File: config.mk
export PLATFORM = sky130hd
export DESIGN_NAME = mq_byte_out
export DESIGN_NICKNAME = d
export VERILOG_FILES = /design/src/rtl/mq_pkg.sv /design/src/rtl/mq_byte_fifo.sv /design/src/rtl/mq_byte_out.sv
export SDC_FILE = /design/constraint.sdc
export NUM_CORES = 1
export LEC_CHECK = 0
export CORE_MARGIN = 8
export CORE_UTILIZATION = 25
export DETAILED_ROUTE_END_ITERATION = 10
export PLACE_DENSITY = 0.46
export REMOVE_ABC_BUFFERS = 1
export SLEW_MARGIN = 20
export SYNTH_ARGS = -nofsm -noshare
export SYNTH_HDL_FRONTEND = slang
export SYNTH_SLANG_ARGS = --single-unit
File: constraint.sdc
create_clock -name clk -period 4.85 [get_ports clk]
set_input_delay 0.7275 -clock clk [delete_from_list [all_inputs] [get_ports clk]]
set_output_delay 0.7275 -clock clk [all_outputs]
set_load 0.03 [all_outputs]
File: src/rtl/mq_pkg.sv
// Shared types and the B-register step function for the MQ coder byte-out stage.
package mq_pkg;

    localparam logic [7:0] BYTE_FF = 8'hFF;
    localparam int         C_W     = 44;

    typedef enum logic [1:0] {
        ST_RUN,
        ST_FLUSH,
        ST_DONE
    } state_t;

    typedef struct packed {
        logic       push;
        logic [7:0] out_byte;
        logic [7:0] b_next;
        logic [3:0] ct;
    } step_t;

    // A byte following 0xFF only carries 7 bits, so the next window is one bit shorter.
    function automatic step_t mq_step(input logic [7:0]  b,
                                      input logic        b_valid,
                                      input logic [27:0] c,
                                      input logic        a);
        step_t      r;
        logic [7:0] b_inc;
        logic       unused_c;
        unused_c   = ^{c[27], c[18:0]};
        b_inc      = b + 8'd1;
        r.push     = b_valid;
        r.out_byte = b;
        r.b_next   = c[26:19];
        r.ct       = 4'd8;
        if (b == BYTE_FF) begin
            r.b_next = {1'b0, c[26:20]};
            r.ct     = 4'd7;
        end else if (a && (b_inc == BYTE_FF)) begin
            r.out_byte = BYTE_FF;
            r.b_next   = {1'b0, c[26:20]};
            r.ct       = 4'd7;
        end else if (a) begin
            r.out_byte = b_inc;
        end
        return r;
    endfunction

endpackage

File: src/rtl/mq_byte_fifo.sv
// Circular byte FIFO with two ordered write ports and one read port.
module mq_byte_fifo
    import mq_pkg::*;
#(
    parameter int FIFO_DEPTH = 4
) (
    input  logic                         clk,
    input  logic                         rst,
    input  logic                         wr_en0,
    input  logic [7:0]                   wr_data0,
    input  logic                         wr_en1,
    input  logic [7:0]                   wr_data1,
    input  logic                         rd_ready,
    output logic [7:0]                   rd_data,
    output logic                         rd_valid,
    output logic [$clog2(FIFO_DEPTH):0]  free_cnt
);

    localparam int PTR_W = $clog2(FIFO_DEPTH);
    localparam int CNT_W = PTR_W + 1;

    logic [7:0]       mem_q [FIFO_DEPTH];
    logic [7:0]       mem_d [FIFO_DEPTH];
    logic [PTR_W-1:0] wr_ptr_q, wr_ptr_d, rd_ptr_q, rd_ptr_d, wr_ptr_p1;
    logic [CNT_W-1:0] count_q, count_d;
    logic             pop;

    assign rd_valid = (count_q != '0);
    assign rd_data  = mem_q[rd_ptr_q];
    assign free_cnt = CNT_W'(FIFO_DEPTH) - count_q;
    assign pop      = rd_valid & rd_ready;

    // Port 1 is only ever used together with port 0 and lands in the slot after it.
    always_comb begin
        mem_d     = mem_q;
        wr_ptr_p1 = wr_ptr_q + PTR_W'(1);
        if (wr_en0) mem_d[wr_ptr_q]  = wr_data0;
        if (wr_en1) mem_d[wr_ptr_p1] = wr_data1;
        wr_ptr_d = wr_ptr_q + PTR_W'(wr_en0) + PTR_W'(wr_en1);
        rd_ptr_d = rd_ptr_q + PTR_W'(pop);
        count_d  = count_q + CNT_W'(wr_en0) + CNT_W'(wr_en1) - CNT_W'(pop);
    end

    always_ff @(posedge clk) begin
        if (rst) begin
            wr_ptr_q <= '0;
            rd_ptr_q <= '0;
            count_q  <= '0;
        end else begin
            wr_ptr_q <= wr_ptr_d;
            rd_ptr_q <= rd_ptr_d;
            count_q  <= count_d;
        end
    end

    always_ff @(posedge clk) begin
        mem_q <= mem_d;
    end

endmodule

File: src/rtl/mq_byte_out.sv
// MQ coder byte-out stage: B register update, 0xFF stuffing, carry absorption and flush.
module mq_byte_out
    import mq_pkg::*;
#(
    parameter int FIFO_DEPTH = 4
) (
    input  logic           clk,
    input  logic           rst,
    input  logic           in_valid,
    output logic           in_ready,
    input  logic [1:0]     renor,
    input  logic [C_W-1:0] cout,
    input  logic           addb,
    input  logic           flush,
    output logic           bff_bo,
    output logic           bfe_bo,
    output logic [7:0]     byte_data,
    output logic           byte_valid,
    input  logic           byte_ready,
    output logic           done
);

    localparam int CNT_W = $clog2(FIFO_DEPTH) + 1;

    state_t           state_q, state_d;
    logic [7:0]       b_q, b_d;
    logic             b_valid_q, b_valid_d;
    logic             bff_q, bff_d;
    logic [CNT_W-1:0] free_cnt;
    logic             wr_en0, wr_en1;
    logic [7:0]       wr_data0, wr_data1;
    logic             transfer;
    logic [27:0]      c1, c2;
    step_t            s1, s2;
    logic             unused_bits;

    assign unused_bits = ^{cout[43:36], s2.ct};

    // Step 2 always follows a real byte, so its push is never suppressed.
    always_comb begin
        c1 = (renor == 2'd2) ? cout[35:8] : cout[27:0];
        s1 = mq_step(b_q, b_valid_q, c1, addb);
        c2 = (s1.ct == 4'd8) ? {1'b0, cout[26:8], 8'b0} : {1'b0, cout[27:8], 7'b0};
        s2 = mq_step(s1.b_next, 1'b1, c2, 1'b0);
    end

    assign in_ready = (state_q == ST_RUN) && (free_cnt >= CNT_W'(2));
    assign transfer = in_valid & in_ready;

    always_comb begin
        state_d   = state_q;
        b_d       = b_q;
        b_valid_d = b_valid_q;
        wr_en0    = 1'b0;
        wr_en1    = 1'b0;
        wr_data0  = s1.out_byte;
        wr_data1  = s2.out_byte;
        case (state_q)
            ST_RUN: begin
                if (transfer) begin
                    case (renor)
                        2'd1: begin
                            wr_en0    = s1.push;
                            b_d       = s1.b_next;
                            b_valid_d = 1'b1;
                        end
                        2'd2: begin
                            wr_en0 = 1'b1;
                            wr_en1 = s1.push;
                            if (!s1.push) wr_data0 = s2.out_byte;
                            b_d       = s2.b_next;
                            b_valid_d = 1'b1;
                        end
                        default: ;
                    endcase
                    if (flush) state_d = ST_FLUSH;
                end
            end
            ST_FLUSH: begin
                if (free_cnt != '0) begin
                    wr_en0   = b_valid_q && (b_q != BYTE_FF);
                    wr_data0 = b_q;
                    state_d  = ST_DONE;
                end
            end
            ST_DONE: begin
                b_d       = 8'h00;
                b_valid_d = 1'b0;
                state_d   = ST_RUN;
            end
            default: state_d = ST_RUN;
        endcase
        bff_d = b_valid_d && (b_d == BYTE_FF);
    end

    always_ff @(posedge clk) begin
        if (rst) begin
            state_q   <= ST_RUN;
            b_q       <= 8'h00;
            b_valid_q <= 1'b0;
            bff_q     <= 1'b0;
        end else begin
            state_q   <= state_d;
            b_q       <= b_d;
            b_valid_q <= b_valid_d;
            bff_q     <= bff_d;
        end
    end

    assign bff_bo = bff_q;
    assign bfe_bo = b_valid_q;
    assign done   = (state_q == ST_DONE);

    mq_byte_fifo #(.FIFO_DEPTH(FIFO_DEPTH)) u_fifo (
        .clk      (clk),
        .rst      (rst),
        .wr_en0   (wr_en0),
        .wr_data0 (wr_data0),
        .wr_en1   (wr_en1),
        .wr_data1 (wr_data1),
        .rd_ready (byte_ready),
        .rd_data  (byte_data),
        .rd_valid (byte_valid),
        .free_cnt (free_cnt)
    );

endmodule

* Word level (Yosys, flattened, before mapping)
Index checks and enable logic that the tools add are counted.
** Cells by class
- $add $sub $neg :: 9
- Divide/modulo/power cells :: 0
- Multiply operators :: 0
- Bitwise logic cells :: 5
- Shift operators :: 0
- Muxes and demuxes :: 41
- Reduce and logical (&&, ||, !) cells :: 11
- Magnitude comparators :: 6
- Equal/unequal tests :: 13
** Operators by type and width (number)
- $mux 8 :: 12
- $bwmux 32 :: 2
- $mux 32 :: 2
- $mux 27 :: 2
- $pmux 8 s2 :: 3
- $mux 12 :: 3
- $demux 8 s2 :: 2
- $eq 8x8->1 const B :: 4
- $bmux 8 s2 :: 1
- $ge 3x3->1 const B :: 3
- $not 2->3 :: 3
- $add 8x1->8 const B :: 1
- $ne 8x8->1 const B :: 1
- $mux 1 :: 7
- $add 2x1->2 :: 3
- $add 3x1->3 :: 2
- $logic_and 1x1->1 :: 6
- $lt 3x1->1 const B :: 2
- $mux 2 :: 3
- $ne 2x2->1 const B :: 3
- $pmux 1 s2 :: 3
- $reduce_bool 3->1 :: 2
- $eq 2x1->1 const B :: 2
- $eq 2x2->1 const B :: 2
- other kinds (10) :: 11
** Word-level totals
- Latch bits :: 0
- RAM bits :: 0
- Input port bits :: 52
- Logic and storage cells :: 96
- Register bits after elaboration :: 51
- Output and inout bits :: 13
- Bits in read-only memories :: 0
- Memories :: 0

* Logic depth before layout (Yosys ltp)
Gate-level depths: netlist of run 1.
- Depth after elaboration :: 13
- Depth in mapped cells :: 15
- Gate-level depth less buffers :: 14

* Cells and area by module
A second synthesis of run 1 with hierarchy kept.
** Unflattened totals
- Cell total of the unflattened synthesis :: 406
- Area, all modules :: 3273.1 um^2
** By module, submodules not included
- mq_byte_fifo :: seq. area each 780.7 um^2, area an instance 1918.1 um^2, instances 1, cells an instance 229
- mq_byte_out :: seq. area each 240.2 um^2, area an instance 1355.0 um^2, instances 1, cells an instance 177

* Worst setup path after synthesis of run 1
Ideal clock, no wire load.
- Kind :: register to register
- Start point :: register u_fifo.count_q[1]
- End point :: register u_fifo.count_q[2]
- Setup slack :: 1396 ps
- Data arrival time :: 3326 ps
- Buffers on the path :: 1
- Cell stages (with the launch flop) :: 16
- Period minus slack after synthesis :: 3454 ps
- Library setup time :: 128 ps
- Path through :: dfxtp_1 -> inv_1 -> ha_1 -> ha_1 -> or3b_1 -> and4b_1 -> clkbuf_1 -> nand2_1 -> o21ai_0 -> a21oi_2 -> inv_1 -> fa_1 -> fa_1 -> xnor2_1 -> xnor2_1 -> nor2_1
** On the way
- Longest elaborated chain between the ends :: 9
** RTL lines
- start: declaration :: line mq_byte_fifo.sv:25 : logic [CNT_W-1:0] count_q, count_d;
- start signal: assignment :: line mq_byte_fifo.sv:52 : count_q <= count_d;
- $sub 3x3->3 :: line mq_byte_fifo.sv:30 : assign free_cnt = CNT_W'(FIFO_DEPTH) - count_q;
- $ge 3x2->1 :: line mq_byte_out.sv:47 : assign in_ready = (state_q == ST_RUN) && (free_cnt >= CNT_W'(2));
- $logic_and 1x1->1 :: line mq_byte_out.sv:47
- $and 1x1->1 :: line mq_byte_out.sv:48 : assign transfer = in_valid & in_ready;
- $mux 1 :: line mq_byte_out.sv:60 : if (transfer) begin
- $pmux 1 s2 :: line mq_byte_out.sv:58 : case (state_q)
- $add 3x1->3 (2 in a row) :: line mq_byte_fifo.sv:41 : count_d = count_q + CNT_W'(wr_en0) + CNT_W'(wr_en1) - CNT_W'(pop);
- $sub 3x1->3 (*) :: line mq_byte_fifo.sv:41
Mark *: on every way between the ends. The rest lies on a longest branch, timed or not.
A chain may end at the register's enable or synchronous reset.

==> impl_metrics.ini, run 1 <==
[status]
status = finished clean

[timing]
setup_violations = 0
setup_tns_ps = 0
finalCritPeriodShare_pct = 80.67
fmax_mhz = 255.6
min_period_ps = 3912
worstMarginPinSlew_ps = 840.5
slew_violations = 0
finalHoldViolCount = 0
clock_skew_ps = 7.656
rsz0062_at_grt = false
relSlewSlack_pct = 43.54

[worst_hold_path]
min_path_type = flip-flop to flip-flop

[die]
start_util_pct = 25.42
placementRows = 43
die_h_um = 134.6
die_x_um = 134.6
ioPinCount = 65
core-area_mm2 = 0.01383
fp.dieArea_mm2 = 0.01811

[clocking]
cts_sinks = 51
cts_hold_buf = 0
cts_setup_buffers = 0
max-clock-path-buffers = 2
clk_latency_ps = 290
root_buffer = clkbuf_16
cts-resized-gates = 0
cts_tree = built
numCtsBuffers = 5
path_clk_slew_ps = 70
cts_max_level = 2

[run]
cap_violations = 0

[global_route]
antenna_found_initial = 0
grt_pass1_wl_um = 18040
grt_max_degree = 19
overflow = 0
grt_pass1_vias = 3245
track_usage_pct = 12.54

[route]
first_pass_iters = 5
drt-vias-per-instance = 5.271
routed_wl_um = 11320
ant_nets = 0
wl_met3_um = 569
wl_met1_um = 5582
drtIter0Drc = 382
vias = 3331
avgRoutedWirePerCell_um = 17.91
wl_met2_um = 5039
drc_errors = 0
maxUsedRoutingLayer = met4

[layout]
n_fill_cell = 1472
postLayoutCoreUtil_pct = 30.22
final_nets = 516
seq_area_mm2 = 0.001021
num_antenna_cells = 0
syn_to_final_growth_pct = 18.90
multi_input_area_mm2 = 0.002296
final_area_mm2 = 0.004179
layout-drive-gt1-share_pct = 11.50

[power]
leakage_nw = 1.558
power_density_mw_per_mm2 = 440.2
p_sw_mw = 0.7178
irDropWorstVdd_mv = 0.2345
p_total_mw = 1.840
seq_power_share_pct = 34.5
power_frac_comb_pct = 45.5
pwr-share-clk_pct = 20.0
internal-power_mw = 1.122
switching_share_pct = 39.02

[yosys]
ys.flop_type = dfxtp_1
synth_area_mm2 = 0.003515
synth.ff_latch_count = 51
async_flop_share_pct = 0
synth-edff-count = 0
avgSynthCellArea_um2 = 8.250
yosysUniqueCellTypes = 73
yosysWarningCount = 0
synth_top_area_share_pct = 29.05
syn-instance-count = 426
synth-seq-area-share_pct = 29.05
synth_common_cells = dfxtp_1 (51), nor2_1 (44), o21ai_0 (40)
yosysTopAreaCell = dfxtp_1
synthTopCellsByArea = dfxtp_1 (29%), o21ai_0 (5.7%), mux4_2 (5.1%), nor2_1 (4.7%), nand2_1 (3.8%)
synth.most_common_cell = dfxtp_1

[critical_path]
startpoint = addb
start_kind = input pin
critPathCapture = u_fifo.mem_q[6]$_DFF_P_
critPathArrivalTime_ps = 4100
reg2reg_to = u_fifo.count_q[2]$_SDFF_PP0_
r2r_cells = 14
worst_setup_path_end_kind = flip-flop
cp_cell_sequence = clkdlybuf4s50_1, nand3_1, nor2_2, nor4b_2, o21ai_2, buf_4, nor2_1, a31oi_1, a222oi_1, o21ai_0, mux2_2
r2r_setup_slack_ps = 960
crit_path_max_incr_delay_ps = 660
crit_buf_inv = 2
crit_type = input pin to flip-flop
cp.depth = 11
crit_required_ps = 5030
critPathSlowestCell = clkdlybuf4s50_1
worstReg2RegStart = u_fifo.count_q[1]$_SDFF_PP0_
crit_family = compound AO/OA/AOI/OAI gates
worstPathMaxFanout = 16

[place]
port_buffers = 36
place.gp.congestion = 0.8308
dpl.hpwl_um = 8621
placed_area_mm2 = 0.004026
-- final cells by class --
type / instances / share of cell area (%)
Inverter: 21 / 1.886
Tap cell: 180 / 5.389
Timing Repair Buffer: 42 / 9.701
Multi-Input combinational cell: 330 / 54.94
Sequential cell: 51 / 24.43
Clock inverter: 3 / 0.6587
Clock buffer: 5 / 2.994
-- worst register-to-register path: cells and delay by family (launching register included) --
family | cells | cell delay (ps)
AO/OA/AOI/OAI | 2 | 490
XOR/XNOR | 2 | 310
adder cells (fa/ha/maj) | 4 | 1320
buffers and inverters | 2 | 300
flip-flops | 1 | 390
AND/OR/NAND/NOR | 4 | 950
-- through the flow --
stage / setup slack, ps / hold slack [ps] / std cells
6_report: 937.7 / 539.8 / 632
5_1_grt: 567.6 / 543.6 / 632
4_1_cts: 950.7 / 532.1 / 632
3_5_place_dp: 667.1 / 508.0 / 624
3_3_place_gp: 734.3 / 489.0 / 624
2_1_floorplan: 1483 / 475.6 / 402
-- power groups by stage --
stage,Combinational [mW],Clock [mW],Sequential [mW]
finish,0.837,0.368,0.635
global route,0.925,0.398,0.653
CTS,0.847,0.380,0.637
detailed placement,0.842,0,0.647
global placement,0.830,0,0.643
floorplan,0.569,0,0.613
-- placed cells by master (no fill, tap or decap), drive strengths merged, types with 6 or more instances in the layout --
| cell type | n |
|---|---|
| a21o | 9 |
| a21oi | 24 |
| a31oi | 7 |
| buf | 6 |
| clkdlybuf4s50 | 36 |
| dfxtp | 51 |
| ha | 10 |
| inv | 22 |
| mux2 | 8 |
| mux2i | 11 |
| mux4 | 8 |
| nand2 | 38 |
| nand3 | 9 |
| nand4 | 6 |
| nor2 | 47 |
| nor2b | 8 |
| nor3 | 11 |
| o211ai | 6 |
| o21ai | 43 |
| o22ai | 16 |
| xnor2 | 6 |
-- cells by family after synthesis --
family	Yosys count	share of synthesized area, %
AO/OA/AOI/OAI	142	26.77
AND/OR/NAND/NOR	141	20.51
flip-flops	51	29.05
buffers and inverters	45	5.625
multiplexers	27	11.04
adder cells (fa/ha/maj)	13	5.269
XOR/XNOR	7	1.744
-- registers in the layout, indices dropped and copies added (netlist names) --
signal,flops
bff_bo,1
u_fifo.count_q,3
state_q,2
u_fifo.mem_q,32
u_fifo.wr_ptr_q,2
bfe_bo,1
b_q,8
u_fifo.rd_ptr_q,2
-- per-layer routing --
layer	vias up	track usage, %
met2	103	19.39
met4	0	3.306
met1	1601	17.70
met3	5	1.783
met5	-	0
li1	1622	-
-- worst min path at each step --
stage | startpoint | end | slack (ps) | cells past startpoint
floorplan | u_fifo.mem_q[23]$_DFF_P_ | u_fifo.mem_q[23]$_DFF_P_ | 480 | 2
global placement | u_fifo.mem_q[23]$_DFF_P_ | u_fifo.mem_q[23]$_DFF_P_ | 490 | 2
detailed placement | u_fifo.mem_q[7]$_DFF_P_ | u_fifo.mem_q[7]$_DFF_P_ | 510 | 2
CTS | u_fifo.mem_q[7]$_DFF_P_ | u_fifo.mem_q[7]$_DFF_P_ | 530 | 2
global route | u_fifo.mem_q[7]$_DFF_P_ | u_fifo.mem_q[7]$_DFF_P_ | 540 | 2
finish | u_fifo.mem_q[7]$_DFF_P_ | u_fifo.mem_q[7]$_DFF_P_ | 540 | 2
No activity file was read; power rests on OpenSTA's default activity.
==> run 2, diff against run 1 <==
- clock period: 4.85 -> 3.85 ns (I/O delays scaled with it)
==> run 2 against run 1 <==
  * Die area did not move
  * Routed wire length fell by 0.18%
  * Clock skew fell by 3.4 ps
  * Critical endpoint is now u_fifo.count_q[2]$_SDFF_PP0_
  * Sequential share of layout area fell by 0.61 points
  * First-iteration DRC count fell by 25%
  * Cell count rose by 2.2%
  * Critical path depth rose by 3
  * Sequential power rose by 26%
  * Hold slack got worse by 17 ps
  * Register-to-register slack got worse by 600 ps
  * Clock power rose by 27%
  * Final area rose by 2.6%
  * Highest routed layer unchanged
==> impl_metrics.ini, run 2 (synthesis results as in run 1) <==
[layout]
syn_to_final_growth_pct = 21.97
layout_commonest_cell = dfxtp_1
postLayoutCoreUtil_pct = 31.00
largest-register = u_fifo.mem_q
final_nets = 530
layout-drive-gt1-share_pct = 14.16
largestRegisters = u_fifo.mem_q x32, b_q x8, u_fifo.count_q x3
largest_reg_flops = 32
num_antenna_cells = 0
mostFrequentLayoutCells = dfxtp_1 (51), nor2_1 (44), o21ai_0 (40), nand2_1 (36), clkdlybuf4s50_1 (36)

[route]
ant_nets = 0
drtIter0Drc = 288
first_pass_iters = 5
drt-vias-per-instance = 5.308
avgRoutedWirePerCell_um = 17.50
routed_wl_um = 11300
vias = 3429
drc_errors = 0

[power]
leakage_nw = 1.628
power_density_mw_per_mm2 = 547.5
irDropWorstVdd_mv = 0.3512
p_total_mw = 2.347

[place]
place.gp.congestion = 0.8543
dpl.hpwl_um = 8663
port_buffers = 36
dp_slack_ps = 340.4

[run]
cap_violations = 0

[worst_hold_path]
min_path_type = flip-flop to flip-flop

[global_route]
grt_pass1_vias = 3241
grt_max_degree = 19
track_usage_pct = 12.39
overflow = 0
grt_pass1_wl_um = 17910
antenna_found_initial = 0

[status]
status = finished clean

[die]
die_x_um = 134.6
fp.dieArea_mm2 = 0.01811
die_h_um = 134.6
core-area_mm2 = 0.01383
placementRows = 43
ioPinCount = 65
start_util_pct = 25.42

[critical_path]
crit_required_ps = 4030
worstPathMaxFanout = 6
worst_setup_path_end_kind = flip-flop
critPathArrivalTime_ps = 3670
crit_type = flip-flop to flip-flop
start_kind = flip-flop

[timing]
slew_violations = 0
relSlewSlack_pct = 41.89
clock_skew_ps = 4.270
setup_tns_ps = 0
fin_hold_ws_ps = 522.5
worstMarginPinSlew_ps = 865.0
fmax_mhz = 286.8
setup_slack_ps = 363.3
rsz0062_at_grt = false
min_period_ps = 3487
setup_violations = 0
finalHoldViolCount = 0
finalCritPeriodShare_pct = 90.56

[clocking]
cts_tree = built
cts_hold_buf = 0
path_clk_slew_ps = 70
cts-resized-gates = 0
max-clock-path-buffers = 2
cts_max_level = 2
numCtsBuffers = 5
root_buffer = clkbuf_16
clk_latency_ps = 290
cts_setup_buffers = 0
cts_sinks = 51
run 2: cell count changes in the layout (fill, tap and decap cells not counted), sizes merged:
cell	before	now
buf	6	20
clkbuf	5	6
inv	22	21
run 2: metal layers:
| metal | vias up | GRT usage [%] | wire length, um |
|---|---|---|---|
| li1 | 1647 | - | - |
| met3 | 13 | 2.155 | 785 |
| met5 | - | 0 | 0 |
| met2 | 151 | 18.89 | 5020 |
| met4 | 0 | 3.556 | 168 |
| met1 | 1618 | 17.38 | 5327 |
run 2: critical path, stage by stage, from the launching register on:
cell and delay [ps]:
dfxtp_1 380, inv_1 100, ha_1 210, ha_1 280, or3b_1 390, and3_1 210
and3_1 260, inv_1 200, ha_1 170, inv_1 40, fa_1 380, fa_1 390
xnor2_1 190, xnor2_1 140, nor2_1 50
run 2: layout make-up:
type	count	area, um2
fillers	1451	9540
multi-input cells	330	2296
flip-flops and latches	51	1021
repair buffers	56	510.5
well taps	180	225.2
clock buffers	6	138.9
inverters	21	78.83
clock inverters	2	16.27
run 2: worst paths after layout:
check / end / slack (ps) / start / depth (start not counted)
worst min register to register: u_fifo.mem_q[7]$_DFF_P_ / 520 / u_fifo.mem_q[7]$_DFF_P_ / 2
worst min-delay path: u_fifo.mem_q[7]$_DFF_P_ / 520 / u_fifo.mem_q[7]$_DFF_P_ / 2
worst max register to register: u_fifo.count_q[2]$_SDFF_PP0_ / 360 / u_fifo.count_q[1]$_SDFF_PP0_ / 14
worst max-delay path: u_fifo.count_q[2]$_SDFF_PP0_ / 360 / u_fifo.count_q[1]$_SDFF_PP0_ / 14
run 2: power breakdown:
part	switching, mW	internal [mW]	leakage, nW
logic	0.561	0.517	1.14
registers	0.131	0.669	0.418
clock network	0.207	0.260	0.0731
total	0.900	1.45	1.63
run 2: stage by stage:
stage | cell area (um2) | std cells
2_1_floorplan | 3396 | 402
3_3_place_gp | 4131 | 638
3_5_place_dp | 4131 | 638
4_1_cts | 4287 | 646
5_1_grt | 4287 | 646
6_report | 4287 | 646
==> run 3, diff against run 2 <==
- SETUP_SLACK_MARGIN: not set -> 0.02
==> results of run 3 <==
No change in the layout: final DEF, timing and power equal those of run 2.
